<file path="src/rtl/img2col_map_ctrl.sv">
// Mapping controller for the img2col front end: pre-fills KSIZE-1 rows into NUM_PU units, then streams one row per round.
// Optional abort input enabled by defining IMG2COL_MAP_ABORT_EN.
module img2col_map_ctrl #(
    parameter int NUM_PU   = 28,
    parameter int KSIZE    = 5,
    parameter int IMG_ROWS = 32,
    parameter int CW       = 6
) (
    input  logic              clk,
    input  logic              nrst,
`ifdef IMG2COL_MAP_ABORT_EN
    input  logic              abort,
`endif
    input  logic              start,
    input  logic              stall,
    input  logic [NUM_PU-1:0] pu_ready,
    output logic [CW-1:0]     cur_pu_add,
    output logic [CW-1:0]     cur_pu_no,
    output logic [CW-1:0]     cur_row_no,
    output logic [CW-1:0]     cur_round,
    output logic              busy,
    output logic              act,
    output logic              map_finish
);

    localparam int NUM_ROUNDS = IMG_ROWS - KSIZE + 1;
    localparam int MAX_A      = (NUM_PU > KSIZE) ? NUM_PU : KSIZE;
    localparam int MAX_V      = (MAX_A > IMG_ROWS) ? MAX_A : IMG_ROWS;

    localparam logic [CW-1:0] ONE        = CW'(1);
    localparam logic [CW-1:0] ADD_LAST   = CW'(KSIZE - 1);
    localparam logic [CW-1:0] PU_LAST    = CW'(NUM_PU - 1);
    localparam logic [CW-1:0] ROW_WORK   = CW'(KSIZE - 1);
    localparam logic [CW-1:0] ROUND_LAST = CW'(NUM_ROUNDS - 1);

    if ((2 ** CW) <= MAX_V) begin : g_cw_check
        $error("img2col_map_ctrl: CW too small for NUM_PU/KSIZE/IMG_ROWS");
    end

    typedef enum logic [1:0] {
        S_IDLE,
        S_BUFFER,
        S_WORK,
        S_FINISH
    } state_t;

    state_t state;
    logic   ready_sel;
    logic   abort_req;

`ifdef IMG2COL_MAP_ABORT_EN
    assign abort_req = abort;
`else
    assign abort_req = 1'b0;
`endif

    always_comb begin
        ready_sel = 1'b0;
        for (int i = 0; i < NUM_PU; i++) begin
            if (cur_pu_no == CW'(i)) ready_sel = pu_ready[i];
        end
    end

    always_ff @(posedge clk or negedge nrst) begin
        if (!nrst) begin
            state <= S_IDLE;
            {cur_pu_add, cur_pu_no, cur_row_no, cur_round} <= '0;
            busy       <= 1'b0;
            act        <= 1'b0;
            map_finish <= 1'b0;
        end else begin
            act        <= 1'b0;
            map_finish <= 1'b0;
            case (state)
                S_IDLE: begin
                    {cur_pu_add, cur_pu_no, cur_row_no, cur_round} <= '0;
                    if (start) begin
                        state <= (KSIZE > 1) ? S_BUFFER : S_WORK;
                        busy  <= 1'b1;
                    end
                end
                S_BUFFER: begin
                    if (abort_req) begin
                        state <= S_IDLE;
                        busy  <= 1'b0;
                        {cur_pu_add, cur_pu_no, cur_row_no, cur_round} <= '0;
                    end else if (!stall) begin
                        if (cur_pu_add != ADD_LAST) begin
                            cur_pu_add <= cur_pu_add + ONE;
                        end else begin
                            cur_pu_add <= '0;
                            if (cur_pu_no != PU_LAST) begin
                                cur_pu_no <= cur_pu_no + ONE;
                            end else begin
                                cur_pu_no  <= '0;
                                cur_row_no <= cur_row_no + ONE;
                                if ((cur_row_no + ONE) == ROW_WORK) begin
                                    state     <= S_WORK;
                                    cur_round <= '0;
                                end
                            end
                        end
                    end
                end
                S_WORK: begin
                    if (abort_req) begin
                        state <= S_IDLE;
                        busy  <= 1'b0;
                        {cur_pu_add, cur_pu_no, cur_row_no, cur_round} <= '0;
                    end else if (!stall) begin
                        // The last word of a PU is held until that PU reports acceptance.
                        if (cur_pu_add != ADD_LAST) begin
                            cur_pu_add <= cur_pu_add + ONE;
                        end else if (ready_sel) begin
                            cur_pu_add <= '0;
                            if (cur_pu_no != PU_LAST) begin
                                cur_pu_no <= cur_pu_no + ONE;
                            end else begin
                                cur_pu_no <= '0;
                                act       <= 1'b1;
                                if (cur_round != ROUND_LAST) begin
                                    cur_round  <= cur_round + ONE;
                                    cur_row_no <= cur_row_no + ONE;
                                end else begin
                                    state <= S_FINISH;
                                    busy  <= 1'b0;
                                end
                            end
                        end
                    end
                end
                S_FINISH: begin
                    // Pulse lands one cycle after the final act, with counters already cleared.
                    map_finish <= 1'b1;
                    state      <= S_IDLE;
                    {cur_pu_add, cur_pu_no, cur_row_no, cur_round} <= '0;
                end
                default: state <= S_IDLE;
            endcase
        end
    end

endmodule

</file>
<file path="config.mk">
export PLATFORM = sky130hd
export DESIGN_NAME = img2col_map_ctrl
export DESIGN_NICKNAME = d
export VERILOG_FILES = /design/src/rtl/img2col_map_ctrl.sv
export SDC_FILE = /design/constraint.sdc
export NUM_CORES = 1
export LEC_CHECK = 0
export CORE_MARGIN = 1
export CORE_UTILIZATION = 30
export DETAILED_ROUTE_END_ITERATION = 8
export SYNTH_ARGS = -nofsm -noshare
export SYNTH_HDL_FRONTEND = slang
export SYNTH_SLANG_ARGS = --single-unit
</file>
<file path="constraint.sdc">
create_clock -name clk -period 2.75 [get_ports clk]
set_clock_uncertainty 0.05 [all_clocks]
set_input_delay 0.275 -clock clk [delete_from_list [all_inputs] [get_ports clk]]
set_output_delay 0.275 -clock clk [all_outputs]
set_load 0.005 [all_outputs]
</file>
* Word-level counts from Yosys, hierarchy flattened
Index checks and enable logic that the tools add are counted.
** Word-level totals
- Register bits after elaboration :: 29
- Input bits :: 32
- Output and inout port bits :: 27
- Word-level logic and storage cells :: 152
** Operators by class
- Add/subtract/negate cells :: 4
- Equal/unequal tests :: 46
- Mux-type cells :: 84
- Reductions and logical operators :: 10
** Operator list (number)
- $mux W6 :: 28
- $eq A6 B5 Y1 const B :: 12
- $pmux W6 S3 :: 4
- $eq A6 B4 Y1 const B :: 8
- $mux W1 :: 40
- $eq A6 B3 Y1 const B :: 5
- $add A6 B1 Y6 const B :: 4
- $ne A2 B2 Y1 const B :: 11
- $mux W2 :: 10
- $eq A6 B2 Y1 const B :: 2
- $ne A6 B5 Y1 const B :: 2
- $reduce_and A10 Y1 :: 1
- $reduce_and A9 Y1 :: 1
- $pmux W2 S4 :: 1
- $reduce_and A8 Y1 :: 1
- $reduce_and A7 Y1 :: 1
- $eq A6 B1 Y1 const B :: 1
- $logic_not A6 Y1 :: 1
- $ne A6 B3 Y1 const B :: 1
- $reduce_and A5 Y1 :: 1
- $eq A2 B2 Y1 const B :: 2
- $ne A3 B3 Y1 const B :: 1
- $reduce_and A3 Y1 :: 1
- $eq A2 B1 Y1 const B :: 1
- other kinds (4) :: 4

* Depth between registers and ports, before layout
Gate-level depths: netlist of the first run.
- Depth after elaboration :: 33
- Gate-level depth with buffers :: 11
- Depth with buffers taken out :: 10

* Least setup slack after synthesis of the first run
No wires, ideal clock.
- Path kind :: register -> register
- Start :: reg cur_pu_no[0]
- End :: reg cur_round[5]
- Library setup time :: 0.066 ns
- Arrival time :: 2.356 ns
- Data required time :: 2.634 ns
- Setup slack :: 0.278 ns
- Cell stages (with the launch flop) :: 12
- Path buffers :: 1
- Clock period less this slack :: 2.472 ns
- Path through :: dfrtp_1 -> inv_1 -> ha_1 -> clkbuf_1 -> nor3b_1 -> o21ai_0 -> o2111ai_1 -> o211ai_1 -> nand4_1 -> and2_1 -> or4_1 -> nand2_1
** Between the ends
- Cells in the longest elaborated chain, start to end :: 31
- Elaborated cells between the ends (all ways) :: 61
- Those cells by class :: 31 x eq/ne; 28 x mux; 2 x reduce/logical
** Ends and longest elaborated chain
- start: declaration :: RTL line 18 : output logic [CW-1:0] cur_pu_no,
- start signal: assignment :: RTL line 93 : cur_pu_no <= cur_pu_no + ONE;
- start signal: assignment :: RTL line 117 : cur_pu_no <= cur_pu_no + ONE;
- $logic_not A6 Y1 :: RTL line 60 : if (cur_pu_no == CW'(i)) ready_sel = pu_ready[i];
- $mux W1 (28 in series) :: RTL line 60
- $ne A2 B2 Y1 (no source line)
- $reduce_and A9 Y1 (no source line) (*)
- end signal: assignment :: RTL line 122 : cur_round <= cur_round + ONE;
- end: declaration :: RTL line 20 : output logic [CW-1:0] cur_round,
Every way passes the cells marked *; elsewhere a longest branch is shown, timed or not.
A chain may end at the register's enable or synchronous reset.

* Worst setup path after layout of the first run
- Start :: reg cur_pu_no[1]
- End :: reg cur_round[0]
Same word-level chain as after synthesis.

==> flow_metrics.tcl, run 1 <==
set metrics [dict create \
    status "finished, final reports clean" \
    synth_async_sr_flop_share_pct 100.0 \
    end_kind "register" \
    antenna_left 0 \
    port_buffers 58 \
    setup_viol 0 \
    fmax_ghz 0.3858 \
    final_nets 386 \
    synthFlopType "dfrtp_1" \
    synth_edf_count 0 \
    post_synth_inst_count 272 \
    ys_warn_count 0 \
    worst_pin_slew_ns 0.6143 \
    seq_area_um2 728.2 \
    grt_setup_unrepaired "no" \
    antenna_found_initial 0 \
    cts_sinks 29 \
    final_cells 438 \
    synth_area_leaders "dfrtp_1 33%, nand2_1 8.4%, ha_1 6.8%, o21ai_0 5.7%, nor2_1 3.8%" \
    drc_errors 0 \
    ctsHtreeMaxLevel 2 \
    setup-tns-final_ns 0 \
    hold_viol 0 \
    path_buf_inv 1 \
    synth_top_area_share_pct 32.97 \
    path_cells "buf_4 -> ha_4 -> nor2_1 -> o211ai_1 -> a32oi_1 -> o31ai_2 -> a31oi_2 -> nand2_2 -> and2_1 -> mux2_2" \
    synthDistinctLibCells 50 \
    critical_path_arrival_ns 2.71 \
    cts_made_buffers 5 \
    ir_drop_mv 0.3224 \
    drt_wl_total_mm 6.198 \
    slew_headroom_pct 58.47 \
    globalRouteOverflowTotal 0 \
    vias 2229 \
    fin_area_mm2 0.003115 \
    hold_path.class "input pin to async pin" \
    critPathSlowestCell "dfrtp_2" \
    clockBufferDepth 2 \
    seq_area_frac_synth_pct 32.97 \
    cp-start-kind "register" \
    synth_nets 316 \
    gp_congestion 0.8851 \
    post-dp-hpwl_mm 4.662 \
    final_util_pct 44.86 \
    io-pin-count 59 \
    crit_required_ns 2.87 \
    dr.first_iter.drc_count 83 \
    grt_max_degree 30 \
    leakage_nw 1.368 \
    start_util_pct 31.69 \
    crit_family "compound AO/OA/AOI/OAI gates" \
    cts-root-buf "clkbuf_8" \
    dpl_cell_area_mm2 0.002928 \
    cap_violations 0 \
    cp_max_fo 13 \
    synthToLayoutAreaGrowth_pct 41.56 \
    avgSynthCellArea_um2 8.091 \
    powerDensity_mw_per_mm2 380.7 \
    pre_cts_ws_ns -0.07092 \
    fin_crit_sh_pct 94.27 \
    synthTopCellsByCount "49 x nand2_1, 29 x dfrtp_1, 25 x o21ai_0" \
    synth_top_area_cell "dfrtp_1" \
    ys_ff_latch 29 \
    finalCriticalPeriod_ns 2.592 \
    grt_pass1_wl_mm 10.18 \
    syn_area_mm2 0.002201 \
    yosys.cell_count.top_type "nand2_1" \
    track_usage_pct 16.83 \
    tritoncts "done" \
    antennaDiodeCount 0 \
    firstDrtPassIters 4 \
    die_area_mm2 0.007683 \
    finalMaxSlewViolations 0 \
    slowest_delay_ns 0.43 \
    multi_input_area_mm2 0.001435 \
    fill_cells 695 \
    wl_per_cell_um 14.15 \
    die_w_um 87.65 \
    clkTransAtPathRegs_ns 0.06 \
    core.rowCount 30 \
    via_per_inst 5.089 \
    dp.cells 427 \
    die_height_um 87.65 \
    drive_above_1_share_pct 14.04 \
    worst_slack_ns 0.1577 \
    clk_latency_ns 0.28 \
    core_mm2 0.006944 \
    critPathKind "register to register" \
    grt_pass1_vias 2193 \
]
-- per-layer routing --
layer / share of wire, % / global-route usage (%) / vias to the layer above
met5: 0 / 0 / -
li1: - / - / 1115
met1: 48 / 22.00 / 1068
met3: 2.9 / 3.016 / 7
met4: 1.1 / 4.620 / 0
met2: 48 / 28.55 / 39
-- registers in the layout, summed over array words and instances, names as in the netlist --
name,cells
cur_pu_add,6
cur_pu_no,6
cur_round,6
cur_row_no,6
state,2
act,1
busy,1
map_finish,1
-- worst paths after layout --
check / cells after the start / to / slack, ns / from
max in group asynchronous: 2 / cur_pu_no[1]$_DFFE_PN0P_ / 1.98 / nrst
hold reg to reg: 1 / cur_pu_add[5]$_DFFE_PN0P_ / 0.49 / cur_pu_add[5]$_DFFE_PN0P_
setup / recovery: 10 / cur_round[0]$_DFFE_PN0P_ / 0.16 / cur_pu_no[1]$_DFFE_PN0P_
min in group clk: 1 / cur_pu_add[5]$_DFFE_PN0P_ / 0.49 / cur_pu_add[5]$_DFFE_PN0P_
hold / removal: 2 / cur_pu_no[4]$_DFFE_PN0P_ / 0.35 / nrst
setup reg to reg: 10 / cur_round[0]$_DFFE_PN0P_ / 0.16 / cur_pu_no[1]$_DFFE_PN0P_
-- timing repair --
item | CTS | global route
pin swaps | 1 | 4
hold buffers | 0 | 0
gates resized for setup | 3 | 14
hold endpoints to repair | 0 | 0
setup endpoints to repair | 2 | 21
setup buffers | 0 | 4
cloned | 0 | 0
-- layout by cell type (no fill, tap or decap), drive strengths merged, types with 3 or more instances in the layout --
master         synthesis  routed
buf                    5      15
clkdlybuf4s50          0      58
nor3                   8       8
clkbuf                 5       7
mux2                   3       3
a21o                   3       3
a211oi                 3       3
o211ai                 4       4
o31ai                  3       3
a21oi                 12      12
nor4b                  3       3
and3                   4       4
mux2i                  7       7
o22ai                  3       3
a31oi                  3       3
nor3b                  5       5
dfrtp                 29      29
nor2                  23      23
nand3                 16      16
nand2                 49      49
nand4                  4       4
and2b                  3       3
o21ai                 25      25
ha                    12      12
nand2b                 3       3
inv                   14      14
-- final cells by class --
type / instances / share of cell area [%]
Multi-Input combinational cell: 219 / 46.06
Sequential cell: 29 / 23.37
Timing Repair Buffer: 73 / 22.25
Tap cell: 96 / 3.855
Clock buffer: 7 / 2.771
Inverter: 14 / 1.687
-- cell families (layout without fill, tap and decap cells) --
kind of cell               after synthesis  in the layout  synth area share [%]
muxes                                   10             10                 4.719
and+or+nand+nor                        130            130                 29.62
adders and majority gates               12             12                 6.822
DFF                                     29             29                 32.97
xor gates and xnor gates                 1              1                0.3980
buffers and inverters                   24             94                 4.946
AOI/OAI and AO/OA                       66             66                 20.52
-- where the power goes --
part           switching [mW]  leakage, nW  internal (mW)  total, mW
sequential             0.0596        0.333          0.467      0.527
combinational           0.121        0.991          0.184      0.305
clock                   0.156       0.0443          0.198      0.354
total                   0.337         1.37          0.849       1.19
-- metrics by stage --
| step | total power [mW] | hold WS (ns) |
|---|---|---|
| after floorplan | 0.6528 | -0.07059 |
| after global placement | 0.8247 | 0.4830 |
| after detailed placement | 0.8292 | 0.4865 |
| after CTS | 1.191 | 0.3658 |
| after global routing | 1.244 | 0.3825 |
| final | 1.186 | 0.3465 |
-- worst reg2reg max path, stage by stage (launching register included) --
cell      delay (ns)
dfrtp_2         0.43
buf_4           0.15
ha_4            0.20
nor2_1          0.20
o211ai_1        0.16
a32oi_1         0.30
o31ai_2         0.16
a31oi_2         0.27
nand2_2         0.12
and2_1          0.18
mux2_2          0.27
Power figures use the tool's default switching activity.
==> run 2: changes to the inputs <==
--- a/config.mk
+++ b/config.mk
@@ -5,8 +5,10 @@
 export SDC_FILE = /design/constraint.sdc
 export NUM_CORES = 1
 export LEC_CHECK = 0
+export ABC_AREA = 0
 export CORE_MARGIN = 1
 export CORE_UTILIZATION = 30
+export CTS_CLUSTER_SIZE = 24
 export DETAILED_ROUTE_END_ITERATION = 8
 export SYNTH_ARGS = -nofsm -noshare
 export SYNTH_HDL_FRONTEND = slang
==> results of run 2 <==
The final DEF is identical to that of run 1; final timing and power are the same.
